## config.mk

```make
export PLATFORM = sky130hd
export DESIGN_NAME = sevenseg_scan_ctrl
export DESIGN_NICKNAME = d
export VERILOG_FILES = /design/src/rtl/sevenseg_pkg.sv /design/src/rtl/scan_prescaler.sv /design/src/rtl/sevenseg_scan_ctrl.sv
export SDC_FILE = /design/constraint.sdc
export NUM_CORES = 1
export LEC_CHECK = 0
export ABC_AREA = 1
export CELL_PAD_IN_SITES_DETAIL_PLACEMENT = 2
export CELL_PAD_IN_SITES_GLOBAL_PLACEMENT = 2
export CORE_ASPECT_RATIO = 1.5
export CORE_MARGIN = 1.5
export CORE_UTILIZATION = 28
export DETAILED_ROUTE_END_ITERATION = 7
export MAX_ROUTING_LAYER = met4
export PLACE_DENSITY = 0.76
export SLEW_MARGIN = 20
export SYNTH_ARGS = -nofsm -noshare
export SYNTH_HDL_FRONTEND = slang
export SYNTH_SLANG_ARGS = --single-unit
```

## constraint.sdc

```tcl
create_clock -name clk -period 1.6 [get_ports clk]
set_input_delay 0.16 -clock clk [delete_from_list [all_inputs] [get_ports clk]]
set_output_delay 0.16 -clock clk [all_outputs]
set_load 0.1 [all_outputs]
```

## src/rtl/sevenseg_pkg.sv

```systemverilog
// Shared constants and types for the seven-segment scan controller.
package sevenseg_pkg;
  localparam logic [3:0] BCD_BLANK          = 4'hF;
  localparam logic       ANODE_OFF          = 1'b1;
  localparam logic       ANODE_ON           = 1'b0;
  localparam int         DEFAULT_NUM_DIGITS = 4;

  typedef logic [3:0] digit_t;
endpackage

```

## src/rtl/scan_prescaler.sv

```systemverilog
// Refresh prescaler: produces the per-digit slot tick and the anti-ghost blank window.
module scan_prescaler #(
  parameter int REFRESH_DIV = 100000,
  parameter int BLANK_CYC   = 64
) (
  input  logic clk,
  input  logic rst_n,
  input  logic enable,
  output logic slot_tick,
  output logic in_blank
);
  localparam int CNT_W = $clog2(REFRESH_DIV);
  localparam logic [CNT_W-1:0] LAST  = CNT_W'(REFRESH_DIV - 1);
  localparam logic [CNT_W-1:0] BLANK = CNT_W'(BLANK_CYC);

  logic [CNT_W-1:0] cnt_q, cnt_d;

  // Next count: wrap at end of slot, park at zero while disabled so re-enable gets a full blank.
  always_comb begin
    cnt_d = '0;
    if (enable && cnt_q != LAST) cnt_d = cnt_q + 1'b1;
  end

  // Refresh count register.
  always_ff @(posedge clk) begin
    if (!rst_n) cnt_q <= '0;
    else        cnt_q <= cnt_d;
  end

  assign slot_tick = enable && (cnt_q == LAST);
  assign in_blank  = (cnt_q < BLANK);
endmodule

```

## src/rtl/sevenseg_scan_ctrl.sv

```systemverilog
// Multi-digit common-anode scan controller with tear-free frame commit and
// leading-zero blanking; outputs are registered one cycle after count/index.
module sevenseg_scan_ctrl
  import sevenseg_pkg::*;
#(
  parameter int NUM_DIGITS  = DEFAULT_NUM_DIGITS,
  parameter int REFRESH_DIV = 100000,
  parameter int BLANK_CYC   = 64
) (
  input  logic                    clk,
  input  logic                    rst_n,
  input  logic                    enable,
  input  logic                    load,
  input  logic [4*NUM_DIGITS-1:0] digits_in,
  input  logic [NUM_DIGITS-1:0]   dp_in,
  input  logic                    blank_lz,
  output logic [3:0]              bcd_out,
  output logic [NUM_DIGITS-1:0]   anode_n,
  output logic                    dp_n
);
  localparam int IDX_W = $clog2(NUM_DIGITS);
  localparam logic [IDX_W-1:0] IDX_LAST = IDX_W'(NUM_DIGITS - 1);

  logic slot_tick, in_blank;

  scan_prescaler #(
    .REFRESH_DIV (REFRESH_DIV),
    .BLANK_CYC   (BLANK_CYC)
  ) u_presc (
    .clk       (clk),
    .rst_n     (rst_n),
    .enable    (enable),
    .slot_tick (slot_tick),
    .in_blank  (in_blank)
  );

  logic [4*NUM_DIGITS-1:0] act_dig_q, pend_dig_q;
  logic [NUM_DIGITS-1:0]   act_dp_q, pend_dp_q;
  logic                    pend_vld_q;
  logic [IDX_W-1:0]        idx_q, idx_d;
  logic                    frame_end;

  assign frame_end = slot_tick && (idx_q == IDX_LAST);

  // Frame buffers: loads land in pending, and only reach the active frame at a frame boundary.
  always_ff @(posedge clk) begin
    if (!rst_n) begin
      act_dig_q  <= '0;
      act_dp_q   <= '0;
      pend_dig_q <= '0;
      pend_dp_q  <= '0;
      pend_vld_q <= 1'b0;
    end else if (frame_end) begin
      if (load) begin
        act_dig_q <= digits_in;
        act_dp_q  <= dp_in;
      end else if (pend_vld_q) begin
        act_dig_q <= pend_dig_q;
        act_dp_q  <= pend_dp_q;
      end
      pend_vld_q <= 1'b0;
    end else if (load) begin
      pend_dig_q <= digits_in;
      pend_dp_q  <= dp_in;
      pend_vld_q <= 1'b1;
    end
  end

  // Next digit index on each slot tick.
  always_comb begin
    idx_d = idx_q;
    if (slot_tick) idx_d = (idx_q == IDX_LAST) ? '0 : idx_q + 1'b1;
  end

  // Digit index register.
  always_ff @(posedge clk) begin
    if (!rst_n) idx_q <= '0;
    else        idx_q <= idx_d;
  end

  logic [NUM_DIGITS-1:0] supp;
  logic                  all_zero;

  // Leading-zero mask: digit i is suppressed when it and every digit above it are zero; digit 0 never.
  always_comb begin
    supp     = '0;
    all_zero = 1'b1;
    for (int i = NUM_DIGITS - 1; i > 0; i--) begin
      all_zero = all_zero & (act_dig_q[4*i +: 4] == 4'h0);
      supp[i]  = blank_lz & all_zero;
    end
  end

  digit_t                cur_dig;
  logic                  cur_dp, cur_supp;
  logic [NUM_DIGITS-1:0] anode_d;

  // Select the current digit and build the one-cold anode pattern.
  always_comb begin
    cur_dig  = '0;
    cur_dp   = 1'b0;
    cur_supp = 1'b0;
    anode_d  = {NUM_DIGITS{ANODE_OFF}};
    for (int i = 0; i < NUM_DIGITS; i++) begin
      if (idx_q == IDX_W'(i)) begin
        cur_dig    = act_dig_q[4*i +: 4];
        cur_dp     = act_dp_q[i];
        cur_supp   = supp[i];
        anode_d[i] = ANODE_ON;
      end
    end
  end

  logic [3:0]            bcd_q;
  logic [NUM_DIGITS-1:0] anode_q;
  logic                  dp_n_q;

  // Registered display outputs; dark during reset, disable and the blank window.
  always_ff @(posedge clk) begin
    if (!rst_n || !enable || in_blank) begin
      bcd_q   <= BCD_BLANK;
      anode_q <= {NUM_DIGITS{ANODE_OFF}};
      dp_n_q  <= 1'b1;
    end else begin
      bcd_q   <= cur_supp ? BCD_BLANK : cur_dig;
      anode_q <= anode_d;
      dp_n_q  <= ~cur_dp;
    end
  end

  assign bcd_out = bcd_q;
  assign anode_n = anode_q;
  assign dp_n    = dp_n_q;
endmodule
```

==> results of run 1 <==
critical path, delay by kind of cell (launching register included):
kind	cells	cell delay, ns
fa+ha+maj	1	0.15
buf+inv	3	0.43
flops	1	0.35
simple gates	8	0.83
area by class of cell:
type                            instances  area [um2]
Clock buffer                           12       256.5
Clock inverter                          4       22.52
Fill cell                            1262        6151
Inverter                               62       235.2
Multi-Input combinational cell        332        1861
Sequential cell                        69        1391
Tap cell                              147       183.9
Timing Repair Buffer                   91        1072
flip-flops by register name (all words and copies together), names as in the netlist:
signal and cells:
pend_dp_q 4, pend_vld_q 1, bcd_out 4, pend_dig_q 16, act_dp_q 4, anode_n 4, act_dig_q 16, u_presc.cnt_q 17
dp_n 1, idx_q 2
power by group through the flow:
stage          sequential, W  clock (W)  combinational (W)
5_1_grt              0.00177    0.00207           0.000411
3_5_place_dp         0.00181          0           0.000285
3_3_place_gp         0.00180          0           0.000270
4_1_cts              0.00177    0.00194           0.000301
2_1_floorplan        0.00180          0           0.000150
6_report             0.00177    0.00195           0.000373
path summary, 6_finish.rpt:
kind	start	endpoint	cells past startpoint
worst min-delay path	digits_in[7]	pend_dig_q[7]	3
worst min register to register	pend_vld_q	pend_vld_q	2
worst max-delay path	u_presc.cnt_q[0]	act_dig_q[14]	12
worst max register to register	u_presc.cnt_q[0]	act_dig_q[14]	12
cell families (layout without fill, tap and decap cells):
family          count (synthesis)  after routing  share of synthesized area (%)
flops                          69             69                          42.67
fa+ha+maj                       5              5                          1.933
xor+xnor                        5              5                          1.353
buf+inv                        82            169                          10.71
compound gates                 52             52                          9.239
simple gates                  270            270                          34.09
timing repair:
action	4_1_cts	5_1_grt
setup endpoints to repair	61	64
endpoints found under the hold margin	0	0
pin swaps	8	22
setup buffers	4	6
gates resized for setup	53	85
gates cloned	3	6
per-stage QoR:
stage               TNS, ns  hold slack, ns  setup WS (ns)
floorplan                 0          0.2949         0.1029
global placement     -2.009          0.4576       -0.05556
detailed placement   -7.834          0.4862        -0.1894
CTS                  -4.302          0.4366        -0.1174
global route         -11.82          0.4687        -0.3370
finish               -6.655          0.4366        -0.2570
cell usage after synthesis, types with 2 or more instances:
cell	instances
nand2_1	132
nor2_1	106
dfxtp_1	69
inv_1	59
o21ai_0	27
a21oi_1	13
nand3_1	10
nor3_1	9
buf_2	7
clkbuf_1	7
ha_1	5
a22oi_1	4
buf_4	4
o221ai_1	4
xor2_1	4
inv_2	3
buf_6	2
nand4_1	2
nor2_2	2
nor2_4	2
per-layer routing:
layer | up-vias | routed length (um) | global-route usage, %
li1 | 1643 | - | -
met1 | 1709 | 4795 | 18.89
met2 | 70 | 8172 | 37.22
met3 | 38 | 286 | 2.590
met4 | 0 | 616 | 9.896
met5 | - | 0 | -
==> out/metrics.yaml, run 1 <==
gp_congestion: 0.7251
r2r_slack_ns: -0.26
grt_usage_pct: 19.45
gr-total-overflow: 0
critPathMaxStageDelay_ns: 0.35
clock.fmax_ghz: 0.5385
finalCriticalPeriod_ns: 1.857
fin_worst_skew_ns: 0.01484
die_h_um: 134.7
synth_top_cell_by_area: "dfxtp_1"
final_util_pct: 44.95
hold_buffers: 0
initial_utilization_pct: 28.97
cts_tree: "done"
setup_ws_ns: -0.2570
cts-root-buf: "clkbuf_16"
postRouteAntennaNets: 0
nets: 595
status: "complete, but fails checks"
final_area_um2: 5022
die_w_um: 90.79
io_pins: 34
intPower_w: 0.003047
path_max_fanout: 8
cts_sinks: 69
final_cells: 717
synth_edf_count: 0
powerDensity_nw_per_um2: 815.5
clk_latency_ns: 0.35
synth.net_count: 513
min_period_over_period_pct: 116.1
layout_commonest_cell: "nand2_1"
min_path_type: "input pin to flop"
final_cell_mix: "nand2_1 (85), nor2_1 (82), dfxtp_1 (63)"
vias: 3460
grt_pass1_vias: 3714
die-area_um2: 12230
critPathKind: "flop to flop"
crit_path_end_kind: "flop"
power_switching_share_pct: 25.61
ys_warn_count: 0
crit_required_ns: 1.86
finalSetupViolCount: 60
peakVddDrop_mv: 0.5028
yosysSeqAreaShare_pct: 42.67
synth_area_leaders: "dfxtp_1 (43%), nand2_1 (15%), nor2_1 (12%)"
layout-drive-gt1-share_pct: 32.98
syn_avg_cell_area_um2: 6.702
ys_ff_latch: 69
port_buffers: 33
hold_viol: 0
p_switching_w: 0.001049
core_area_um2: 11170
combPwrFrac_pct: 9.1
synth_top_flop_cell: "dfxtp_1"
drc: 0
clk_pin_slew_ns: 0.07
placed_cells: 682
grt_max_degree: 43
h-tree-depth: 3
cts_buffers: 9
wl_per_cell_um: 19.34
via_per_inst: 4.826
place_area_um2: 4058
crit_slowest_cell: "dfxtp_2"
synth_area_um2: 3237
cts_buffer_depth: 2
async_flop_share_pct: 0
syn_inst: 483
clkPwrFrac_pct: 47.7
slew_violations: 0
synth.distinct_cells: 32
first_iter_violations: 108
dp_hpwl_um: 7630
antenna-diode-count: 0
arrival_ns: 2.11
power_frac_seq_pct: 43.2
drt_first_pass_iters: 4
worstMarginPinSlew_ns: 0.3861
grt_first_pass_wirelength_um: 17970
violations: "setup timing"
leakage_nw: 2.215
antenna_found_initial: 0
rsz0062_at_grt: "yes"
start_kind: "flop"
routed_wl_um: 13870
p_total_w: 0.004096
row_count: 47
slew_headroom_pct: 73.99
yosysTopAreaCellShare_pct: 42.67
crit_chain: "ha_4 > nand2_4 > nor2_4 > buf_6 > nand3_4 > nor2_4 > nand4_4 > buf_12 > buf_8 > nand2_1 > nand2_1 > nor2_1"
drv_cap: 0
syn_to_final_growth_pct: 55.16
No activity file was read; power rests on OpenSTA's default activity.
==> run 2: changes to the inputs <==
Settings changed: TNS_END_PERCENT set to 20.
==> run 2 against run 1 <==
The run still ends with setup timing left. Global-route usage is 0.11 points lower. Register-to-register slack gained 0.05 ns. Sequential share of layout area rose by 0.66 points. Utilization is 1.2 points lower. Clock power fell by 2%. Final area fell by 2.6%. Total power is 1.6% lower. Combinational power is 5.4% lower. Die area is the same. Wire length decreased by 4.7%. Via count is 0.61% lower. Fmax increased by 2.8%. Critical endpoint is now pend_dig_q[15].
==> out/metrics.yaml, run 2 (synthesized netlist as in run 1, its figures left out) <==
critPathKind: "flop to flop"
finalCriticalPeriod_ns: 1.807  # -0.04998 ns
fin_worst_skew_ns: 0.005106  # -0.009732 ns
drc: 0  # unchanged
final_cell_mix: "nand2_1 (96), nor2_1 (80), dfxtp_1 (64)"
crit_slowest_cell: "dfxtp_2"
multiInputGateArea_um2: 1755  # -5.6%
arrival_ns: 2.07  # -0.04 ns
final_area_um2: 4892  # -2.6%
port_buffers: 33  # unchanged
crit_chain: "inv_2 > nand2_4 > nor2_4 > buf_6 > nand2_1 > nor2_1 > nand4_1 > nand2_4 > clkbuf_16 > nor2_1 > nor2_1"
r2r_end: "pend_dig_q[15]"
cts_tree: "done"
hold_viol: 0  # unchanged
setup_ws_ns: -0.2070  # +0.04998 ns
grt_first_pass_wirelength_um: 17830  # -0.81%
wl_met1_um: 4663  # -2.8%
finalSetupViolCount: 62  # +3.3%
wl_met2_um: 7679  # -6.0%
violations: "setup timing"
first_iter_violations: 86  # -20%
grt_usage_pct: 19.34  # -0.11 points
slew_violations: 0  # unchanged
start_kind: "flop"
critPathMaxStageDelay_ns: 0.32  # -0.03 ns
clk_pin_slew_ns: 0.06  # about the same
hold_buffers: 0  # unchanged
powerDensity_nw_per_um2: 824.0  # +1.0%
crit_path_end_kind: "flop"
cts_buffer_depth: 2  # unchanged
drt_first_pass_iters: 4  # unchanged
cts_buffers: 9  # unchanged
route.met3.wl_um: 272  # -4.9%
layout-drive-gt1-share_pct: 29.53  # -3.5 points
regArea_um2: 1388  # -0.27%
hold-worst-slack_ns: 0.4402  # +0.003658 ns
worstMarginPinSlew_ns: 0.4829  # +0.09686 ns
r2r_slack_ns: -0.21  # +0.05 ns
gp_congestion: 0.7251  # unchanged
via_per_inst: 4.803  # -0.47%
cts-root-buf: "clkbuf_16"
path_max_fanout: 10  # +2
antenna-diode-count: 0  # unchanged
row_count: 47  # unchanged
min-delay-start: "digits_in[2]"
crit_required_ns: 1.86  # about the same
initial_utilization_pct: 28.97  # unchanged
dp_hpwl_um: 7630  # unchanged
rsz0062_at_grt: "yes"
postRouteAntennaNets: 0  # unchanged
clock.fmax_ghz: 0.5534  # +2.8%
min_period_over_period_pct: 112.9  # -3.1 points
r2r_cells: 11  # -1
antenna_found_initial: 0  # unchanged
leakage_nw: 2.188  # -1.2%
die_h_um: 134.7  # unchanged
wl_per_cell_um: 18.45  # -4.6%
place_area_um2: 4058  # unchanged
grt_pass1_vias: 3703  # -0.30%
drv_cap: 0  # unchanged
layout_commonest_cell: "nand2_1"
gr-total-overflow: 0  # unchanged
routed.top_layer: "met4"
largest_register: "u_presc.cnt_q"
cts_sinks: 69  # unchanged
die-area_um2: 12230  # unchanged
vias: 3439  # -0.61%
clk_latency_ns: 0.34  # about the same
die_w_um: 90.79  # unchanged
slew_headroom_pct: 67.51  # -6.5 points
largest_reg_flops: 17  # unchanged
min_path_cells: 3  # unchanged
grt_max_degree: 43  # unchanged
nets: 594  # -0.17%
routed_wl_um: 13210  # -4.7%
core_area_um2: 11170  # unchanged
reg.largest.list: "u_presc.cnt_q x17, act_dig_q x16, pend_dig_q x16"
io_pins: 34  # unchanged
peakVddDrop_mv: 0.5327  # +6.0%
syn_to_final_growth_pct: 51.14
status: "complete, but fails checks"
min_path_type: "input pin to flop"
timing.rr.start: "u_presc.cnt_q[11]"
crit_start: "u_presc.cnt_q[11]"
h-tree-depth: 3  # unchanged
cp_common_cell: "nor2_1"
fill_cells: 1257  # -0.40%
hold_path_end: "pend_dig_q[2]"
## run 2: cell types whose count changed in the layout (fill, tap and decap cells not counted), sizes merged
cell,change
buf,-1
## run 2: area by class of cell
cell class,instances,area share (%)
well taps,147,3.760
repair buffers,90,21.53
flip-flops and latches,69,28.36
inverters,62,4.757
multi-input cells,332,35.88
clock buffers,12,5.243
clock inverters,4,0.4604
## run 2: repair_timing
item                                    in CTS  in global routing
endpoints found under the setup margin      61                 64
resized for setup                           43                 61
setup buffers                                4                  5
endpoints found under the hold margin        0                  0
cloned                                       3                  6
pin swaps                                    8                 17
## run 2: per-stage QoR
stage | utilization [%] | instances | worst slack [ns] | total power (W) | setup TNS [ns]
after floorplan | - | 483 | 0.1029 | 0.001954 | 0
after global placement | 36.32 | 682 | -0.05556 | 0.002074 | -2.009
after detailed placement | 36.32 | 682 | -0.1894 | 0.002092 | -7.834
after CTS | 40.84 | 705 | -0.1174 | 0.004010 | -4.228
after global routing | 43.79 | 716 | -0.3091 | 0.004167 | -11.82
final | 43.79 | 716 | -0.2070 | 0.004031 | -6.236
## run 2: how the worst max path moves through the flow
| stage | end | slack, ns | cells past startpoint |
|---|---|---|---|
| 2_1_floorplan | act_dig_q[0] | 0.10 | 9 |
| 3_3_place_gp | act_dig_q[11] | -0.06 | 10 |
| 3_5_place_dp | act_dig_q[15] | -0.19 | 11 |
| 4_1_cts | act_dp_q[1] | -0.12 | 12 |
| 5_1_grt | pend_dig_q[15] | -0.31 | 11 |
| 6_report | pend_dig_q[15] | -0.21 | 11 |
## run 2: metal layers
metal / vias to the layer above / track usage [%]
li1: 1644 / -
met1: 1696 / 18.57
met2: 59 / 36.63
met3: 40 / 2.759
met4: 0 / 10.85
met5: - / -
## run 2: critical path: cells and delay by family (launching register included)
family	cells	cell delay (ns)
and+or+nand+nor	8	1.01
buffers and inverters	3	0.38
DFF	1	0.32
## run 2: where the power goes
part | internal, W | switching (W)
Combinational | 0.000155 | 0.000199
Sequential | 0.00176 | 0.0000123
Clock | 0.00113 | 0.000781
Total | 0.00304 | 0.000992
